$ cat config.mk
export PLATFORM = sky130hd
export DESIGN_NAME = uart_pulse_cmd_parser
export DESIGN_NICKNAME = d
export VERILOG_FILES = /design/src/rtl/uart_pulse_cmd_parser.sv
export SDC_FILE = /design/constraint.sdc
export NUM_CORES = 1
export LEC_CHECK = 0
export CORE_MARGIN = 3
export CORE_UTILIZATION = 34
export CTS_BUF_LIST = sky130_fd_sc_hd__clkbuf_8
export CTS_CLUSTER_DIAMETER = 40
export DETAILED_ROUTE_END_ITERATION = 8
export HOLD_SLACK_MARGIN = 0.1
export PLACE_DENSITY = 0.48
export SLEW_MARGIN = 20
export SYNTH_ARGS = -nofsm -noshare
export SYNTH_HDL_FRONTEND = slang
export SYNTH_SLANG_ARGS = --single-unit
$ cat constraint.sdc
create_clock -name sys_clk -period 7 [get_ports sys_clk]
set_clock_uncertainty 0.1 [all_clocks]
set_input_delay 0.7 -clock sys_clk [delete_from_list [all_inputs] [get_ports sys_clk]]
set_output_delay 0.7 -clock sys_clk [all_outputs]
set_load 0.01 [all_outputs]
$ cat src/rtl/uart_pulse_cmd_parser.sv
// Assembles 8-byte pulse command frames from the uart_rx byte stream. Each frame is
// checksum and range checked before the pulse parameters are loaded or fired.
module uart_pulse_cmd_parser #(
  parameter logic [7:0]      HEADER       = 8'h07,
  parameter logic [7:0]      CMD_FIRE     = 8'h01,
  parameter logic [7:0]      CMD_LOAD     = 8'h02,
  parameter int              TO_W         = 20,
  parameter logic [TO_W-1:0] TIMEOUT_CLKS = 20'd260_000
) (
  input  logic       sys_clk,
  input  logic       sys_rst,
  input  logic [7:0] po_data,
  input  logic       po_flag,
  output logic [6:0] pulse_width1,
  output logic [6:0] pulse_width2,
  output logic [6:0] pulse_gap,
  output logic       cfg_valid,
  output logic       fire,
  output logic       frame_err,
  output logic [1:0] err_code,
  output logic       busy
);

  typedef enum logic [1:0] {IDLE, COLLECT, CHECK} state_t;

  localparam logic [TO_W-1:0] TO_LAST = TIMEOUT_CLKS - 1'b1;

  state_t          state_q, state_d;
  logic [2:0]      idx_q, idx_d;
  logic [TO_W-1:0] to_cnt_q, to_cnt_d;
  logic [7:0]      buf_q [8];
  logic [7:0]      buf_d [8];
  logic [6:0]      pw1_q, pw1_d, pw2_q, pw2_d, gap_q, gap_d;
  logic            cfg_valid_q, cfg_valid_d, fire_q, fire_d, frame_err_q, frame_err_d;
  logic [1:0]      err_code_q, err_code_d;

  logic [7:0] chk_sum;
  logic       cmd_ok;
  logic       range_bad;

  always_comb begin
    chk_sum = 8'd0;
    for (int i = 0; i < 7; i++) chk_sum = chk_sum + buf_q[i];
  end

  assign cmd_ok    = (buf_q[1] == CMD_FIRE) || (buf_q[1] == CMD_LOAD);
  assign range_bad = buf_q[3][7] | buf_q[4][7] | buf_q[5][7];

  always_comb begin
    state_d     = state_q;
    idx_d       = idx_q;
    to_cnt_d    = to_cnt_q;
    buf_d       = buf_q;
    pw1_d       = pw1_q;
    pw2_d       = pw2_q;
    gap_d       = gap_q;
    cfg_valid_d = 1'b0;
    fire_d      = 1'b0;
    frame_err_d = 1'b0;
    err_code_d  = err_code_q;
    case (state_q)
      IDLE: begin
        to_cnt_d = '0;
        if (po_flag && po_data == HEADER) begin
          buf_d[0] = po_data;
          idx_d    = 3'd1;
          state_d  = COLLECT;
        end
      end
      COLLECT: begin
        // A byte arriving on the terminal count still counts as in time.
        if (po_flag) begin
          buf_d[idx_q] = po_data;
          idx_d        = idx_q + 3'd1;
          to_cnt_d     = '0;
          if (idx_q == 3'd7) state_d = CHECK;
        end else if (to_cnt_q == TO_LAST) begin
          state_d     = IDLE;
          idx_d       = 3'd0;
          to_cnt_d    = '0;
          frame_err_d = 1'b1;
          err_code_d  = 2'b10;
        end else begin
          to_cnt_d = to_cnt_q + 1'b1;
        end
      end
      CHECK: begin
        state_d  = IDLE;
        idx_d    = 3'd0;
        to_cnt_d = '0;
        if (chk_sum != buf_q[7]) begin
          frame_err_d = 1'b1;
          err_code_d  = 2'b01;
        end else if (!cmd_ok || range_bad) begin
          frame_err_d = 1'b1;
          err_code_d  = 2'b11;
        end else begin
          pw1_d       = buf_q[3][6:0];
          pw2_d       = buf_q[4][6:0];
          gap_d       = buf_q[5][6:0];
          cfg_valid_d = 1'b1;
          fire_d      = (buf_q[1] == CMD_FIRE);
        end
        // Evaluation uses the registered buffer, so a header arriving now is safe to capture.
        if (po_flag && po_data == HEADER) begin
          buf_d[0] = po_data;
          idx_d    = 3'd1;
          state_d  = COLLECT;
        end
      end
      default: state_d = IDLE;
    endcase
  end

  always_ff @(posedge sys_clk or posedge sys_rst) begin
    if (sys_rst) begin
      state_q     <= IDLE;
      idx_q       <= 3'd0;
      to_cnt_q    <= '0;
      for (int i = 0; i < 8; i++) buf_q[i] <= 8'd0;
      pw1_q       <= 7'd0;
      pw2_q       <= 7'd0;
      gap_q       <= 7'd0;
      cfg_valid_q <= 1'b0;
      fire_q      <= 1'b0;
      frame_err_q <= 1'b0;
      err_code_q  <= 2'b00;
    end else begin
      state_q     <= state_d;
      idx_q       <= idx_d;
      to_cnt_q    <= to_cnt_d;
      buf_q       <= buf_d;
      pw1_q       <= pw1_d;
      pw2_q       <= pw2_d;
      gap_q       <= gap_d;
      cfg_valid_q <= cfg_valid_d;
      fire_q      <= fire_d;
      frame_err_q <= frame_err_d;
      err_code_q  <= err_code_d;
    end
  end

  assign pulse_width1 = pw1_q;
  assign pulse_width2 = pw2_q;
  assign pulse_gap    = gap_q;
  assign cfg_valid    = cfg_valid_q;
  assign fire         = fire_q;
  assign frame_err    = frame_err_q;
  assign err_code     = err_code_q;
  assign busy         = (state_q != IDLE);

endmodule

==> flow_metrics.tcl, run 1 <==
set metrics [dict create \
    synth_edf_count 0 \
    wl_um 13200 \
    slowest_stage "nor4_4" \
    gp_congestion 0.779 \
    avgSynthCellArea_um2 12.0 \
    synth_flop_cell "dfrtp_1" \
    track_usage_pct 14.5 \
    clock-sinks 115 \
    tightest_slew_ps 933 \
    slowest_delay_ps 810 \
    dr.pass1.iters 4 \
    synth_seq_cells 115 \
    slew_headroom_pct 37.4 \
    grt_max_degree 69 \
    post-cts-setup-buffer-count 0 \
    cts.path.max_buffers 2 \
    clkTransAtPathRegs_ps 70 \
    layout_common_cells "dfrtp_1 (115), mux2_2 (61), inv_1 (51)" \
    path_buf_inv 3 \
    grt.overflow.total 0 \
    layout-drive-gt1-share_pct 18.1 \
    cp_max_fo 14 \
    setup-tns-final_ps 0 \
    r2r-start "buf_q[10]" \
    cts_buffers 17 \
    htreeDepth 4 \
    grt_pass1_wl_um 22000 \
    nets 614 \
    worstHoldStart "pulse_gap[3]" \
    syn_to_final_growth_pct 17.7 \
    path_common_cell "fa_1" \
    die-height_um 140 \
    yosysSeqAreaShare_pct 46.9 \
    via_per_inst 4.97 \
    yosysTopAreaCellShare_pct 46.9 \
    num_vias 3929 \
    dpl_cell_area_um2 6760 \
    grt_pass1_vias 4124 \
    cts_tree "yes" \
    cts_root_buffer "clkbuf_8" \
    dieArea_um2 19700 \
    min_period_ps 5650 \
    arrival_ps 5880 \
    wl_per_cell_um 16.7 \
    antenna_found_initial 0 \
    syn_nets 570 \
    yosysTopAreaCell "dfrtp_1" \
    worstHoldEndpoint "pulse_gap[3]" \
    synthCells 510 \
    end_kind "flip-flop" \
    holdCritPathClass "flip-flop to flip-flop" \
    crit_type "flip-flop to flip-flop" \
    port_buffers 37 \
    cts-resized-gates 0 \
    critical_path.top_delay_family "adder cells" \
    die_width_um 140 \
    core_um2 17500 \
    pin_count 38 \
    cp_cell_sequence "fa_1 > inv_1 > fa_1 > fa_1 > inv_1 > fa_1 > fa_1 > xor2_1 > a2111oi_2 > o2111ai_1 > nor4_4 > buf_4 > mux2_1" \
    drtIter0Drc 249 \
    reg2reg_depth 13 \
    max_cap_viol_count 0 \
    rows 48 \
    crit_required_ps 7220 \
    r2r-end "pulse_width2[3]" \
    clock_latency_ps 440 \
    start_kind "flip-flop" \
    clock.fmax_mhz 177 \
    final_hold_viol_count 0 \
    antenna_cells 0 \
    start_util_pct 35.1 \
    layout_setup_ws_ps 1350 \
    ant_nets 0 \
    post-place-ws_ps 1280 \
    cts_hold_repair.buffers 0 \
    synth_area_leaders "dfrtp_1 (47%), mux2_2 (11%), fa_1 (10%)" \
    postLayoutCellArea_um2 7220 \
    finalMaxSlewViolations 0 \
    holdPathStages 1 \
    setup_viol 0 \
    finalCritPeriodShare_pct 80.8 \
    rrSetupSlack_ps 1350 \
    rsz0062_at_grt "false" \
    ys_warn_count 0 \
    status "finished, final reports clean" \
    synthArstFlopShare_pct 100 \
    drc 0 \
    synthesis.area_um2 6140 \
    yosysUniqueCellTypes 49 \
    place.detailed.hpwl_um 9260 \
    mostFrequentLayoutCell "dfrtp_1" \
]
[final cells by class]
class	count	area, um^2
inverters	52	198
clock buffers	21	289
flip-flops and latches	115	2880
well taps	225	282
repair buffers	40	393
clock inverters	9	176
multi-input cells	328	3010
fillers	1673	10300
[worst register-to-register path, stage by stage (launching register included)]
cell,delay (ps)
dfrtp_1,400
fa_1,530
inv_1,50
fa_1,500
fa_1,550
inv_1,60
fa_1,510
fa_1,510
xor2_1,180
a2111oi_2,330
o2111ai_1,270
nor4_4,810
buf_4,370
mux2_1,360
[stage by stage]
| stage | util [%] | std cells | hold slack [ps] |
|---|---|---|---|
| 6_report | 41.3 | 790 | 385 |
| 5_1_grt | 41.3 | 790 | 404 |
| 2_1_floorplan | - | 510 | 338 |
| 4_1_cts | 41.3 | 790 | 380 |
| 3_5_place_dp | 38.7 | 760 | 365 |
| 3_3_place_gp | 38.6 | 760 | 366 |
[kinds of logic (layout without fill, tap and decap cells)]
logic type,after synthesis,in the layout,share of synthesized area (%)
AND/OR/NAND/NOR,95,95,8.60
XOR/XNOR,23,23,3.95
multiplexers,79,79,14.5
flip-flops,115,115,46.9
adder cells (fa/ha/maj),49,49,13.9
AO/OA/AOI/OAI,82,82,7.89
buffers and inverters,67,122,4.28
[per-layer routing]
layer | global-route usage [%] | routed length, um | vias to the layer above
met5 | 0 | 0 | -
met4 | 4.39 | 125 | 0
met3 | 4.10 | 461 | 8
met2 | 23.3 | 6520 | 53
met1 | 18.9 | 6070 | 2011
li1 | - | - | 1857
[registers in the layout, summed over array words and instances (netlist names)]
signal,count
to_cnt_q,20
err_code,2
pulse_gap,7
idx_q,3
cfg_valid,1
pulse_width2,7
buf_q,64
frame_err,1
state_q,2
fire,1
pulse_width1,7
[synthesized netlist by cell type (7+ instances only)]
master and number:
xnor2_1 13, fa_1 32, mux2_1 18, clkbuf_1 13
inv_1 52, dfrtp_1 115, a21oi_1 14, mux2_2 61
xor2_1 7, nor2_1 13, and3_1 7, nand3_1 18
o21ai_0 44, ha_1 17, nand2_1 21
[worst max-delay path by stage]
stage	startpoint	slack, ps	to	depth (start not counted)
final	buf_q[10]	1350	pulse_width2[3]	13
after global routing	buf_q[34]	1040	pulse_gap[0]	13
after CTS	buf_q[10]	1260	fire	13
after detailed placement	buf_q[10]	1280	fire	13
after global placement	buf_q[10]	1320	fire	13
after floorplan	buf_q[10]	2060	pulse_gap[5]	13
Power of run 1 is left out: the tool's default activity adds up to more than one toggle a clock period on the data nets, which glitch-free logic cannot reach.
==> run 2: changes to the inputs <==
--- a/config.mk
+++ b/config.mk
@@ -11,7 +11,7 @@
 export CTS_CLUSTER_DIAMETER = 40
 export DETAILED_ROUTE_END_ITERATION = 8
 export HOLD_SLACK_MARGIN = 0.1
-export PLACE_DENSITY = 0.48
+export PLACE_DENSITY = 0.49
 export SLEW_MARGIN = 20
 export SYNTH_ARGS = -nofsm -noshare
 export SYNTH_HDL_FRONTEND = slang
==> constraint.sdc (replaced) <==
create_clock -name sys_clk -period 4.9 [get_ports sys_clk]
set_clock_uncertainty 0.1 [all_clocks]
set_input_delay 0.49 -clock sys_clk [delete_from_list [all_inputs] [get_ports sys_clk]]
set_output_delay 0.49 -clock sys_clk [all_outputs]
set_load 0.01 [all_outputs]
==> run 2 against run 1 <==
Non-clock buffer count rose by 24. Core utilization rose by 2.0 points. Design area rose by 4.8%. Count of clock-buffer cells in the layout fell by 4. Final cell count rose by 3.3%.
==> flow_metrics.tcl, run 2 (synthesis gave the netlist of run 1 again) <==
set metrics [dict create \
    core_um2 17500 \
    htreeDepth 4 \
    r2r-start "buf_q[49]" \
    largest_register_ffs 64 \
    dpl_cell_area_um2 6860 \
    post-place-cells 772 \
    crit_required_ps 5110 \
    port_buffers 37 \
    antenna_found_initial 0 \
    layout-drive-gt1-share_pct 25.4 \
    cts_tree "yes" \
    syn_to_final_growth_pct 23.4 \
    whs_ps 311 \
    gp_congestion 0.755 \
    fin_cells 816 \
    final_hold_viol_count 0 \
    rrSetupSlack_ps 150 \
    start_kind "flip-flop" \
    clkTransAtPathRegs_ps 70 \
    grt.overflow.total 0 \
    grt_pass1_vias 4308 \
    wl_per_cell_um 16.9 \
    place.detailed.hpwl_um 9220 \
    ant_nets 0 \
    mostFrequentLayoutCell "dfrtp_1" \
    reg2reg_depth 17 \
    finalCritPeriodShare_pct 96.9 \
    status "finished, final reports clean" \
    cts_root_buffer "clkbuf_8" \
    dr.pass1.iters 4 \
    postLayoutCellArea_um2 7570 \
    clock-sinks 115 \
    via_per_inst 4.90 \
    cts.path.max_buffers 2 \
    r2r-end "pulse_width1[1]" \
    regMostFlops "buf_q" \
    die-height_um 140 \
    arrival_ps 4960 \
    grt_max_degree 46 \
    cts_hold_repair.buffers 0 \
    end_kind "flip-flop" \
    pin_count 38 \
    reg_top3 "buf_q x64, to_cnt_q x20" \
    setup_viol 0 \
    cts_buffers 17 \
    nFillCells 1569 \
    final_core_util_pct 43.3 \
    num_vias 3996 \
    finalMaxSlewViolations 0 \
    holdCritPathClass "input pin to asynchronous set/reset pin" \
    drc 0 \
    nets 638 \
    min_period_ps 4750 \
    crit_type "flip-flop to flip-flop" \
    grt_pass1_wl_um 23000 \
    cp_max_fo 6 \
    start_util_pct 35.1 \
    slew_headroom_pct 27.4 \
    dieArea_um2 19700 \
    wl_um 13800 \
    clock.fmax_mhz 211 \
    antenna_cells 0 \
    track_usage_pct 14.9 \
    rows 48 \
    layout_common_cells "dfrtp_1 (115), mux2_2 (60), inv_1 (51)" \
    clock_latency_ps 440 \
    max_cap_viol_count 0 \
    drtIter0Drc 207 \
    die_width_um 140 \
    tightest_slew_ps 1090 \
]
-- run 2: cell count changes in the layout (fill, tap and decap cells not counted), sizes merged --
cell | previous run | this run
inv | 52 | 57
clkbuf | 21 | 18
clkinv | 3 | 5
bufinv | 5 | 3
buf | 3 | 26
clkinvlp | 1 | 2
-- run 2: how the worst max path moves through the flow --
stage                    from              end  slack (ps)
floorplan           buf_q[10]     pulse_gap[5]          80
finish              buf_q[49]  pulse_width1[1]         150
global route        buf_q[49]  pulse_width1[4]          -8
global placement    buf_q[10]  pulse_width1[4]           8
detailed placement  buf_q[10]  pulse_width1[5]         -60
CTS                 buf_q[42]  pulse_width1[1]         -20
-- run 2: final cells by class --
cell class | count | area [um^2] | area share [%]
multi-input combinational | 328 | 3160 | 41.8
clock inverter | 15 | 180 | 2.38
timing repair buffer | 64 | 639 | 8.44
tap | 225 | 282 | 3.72
sequential | 115 | 2880 | 38.0
inverter | 52 | 198 | 2.61
clock buffer | 17 | 234 | 3.09
-- run 2: per-layer routing --
layer	wire [um]	track usage [%]
met2	6730	24.0
met3	348	3.41
met1	6560	20.4
met4	113	3.82
met5	0	0
-- run 2: per-stage QoR --
step | worst slack, ps | TNS (ps)
after floorplan | 77.8 | 0
after global placement | 8.50 | 0
after detailed placement | -61.2 | -968
after CTS | -20.9 | -97.7
after global routing | -8.30 | -15.8
final | 154 | 0
-- run 2: worst max-delay path: stages (launching register included) --
cell and delay, ps:
dfrtp_1 410, fa_1 540, inv_1 60, fa_2 470, fa_1 540, inv_1 60
ha_4 220, ha_4 170, fa_2 380, a21o_1 200, a21oi_2 150, buf_4 130
o21ai_2 70, xnor2_2 160, nor4_4 310, buf_4 190, buf_12 140, mux2_1 320
-- run 2: repair_timing --
action | 4_1_cts | 5_1_grt
pin swaps | 11 | 18
hold endpoints to repair | 0 | 0
gates cloned | 2 | 1
buffers inserted | 7 | 5
setup endpoints to repair | 22 | 24
gates resized for setup | 19 | 17
Power of run 2 is left out for the same reason.
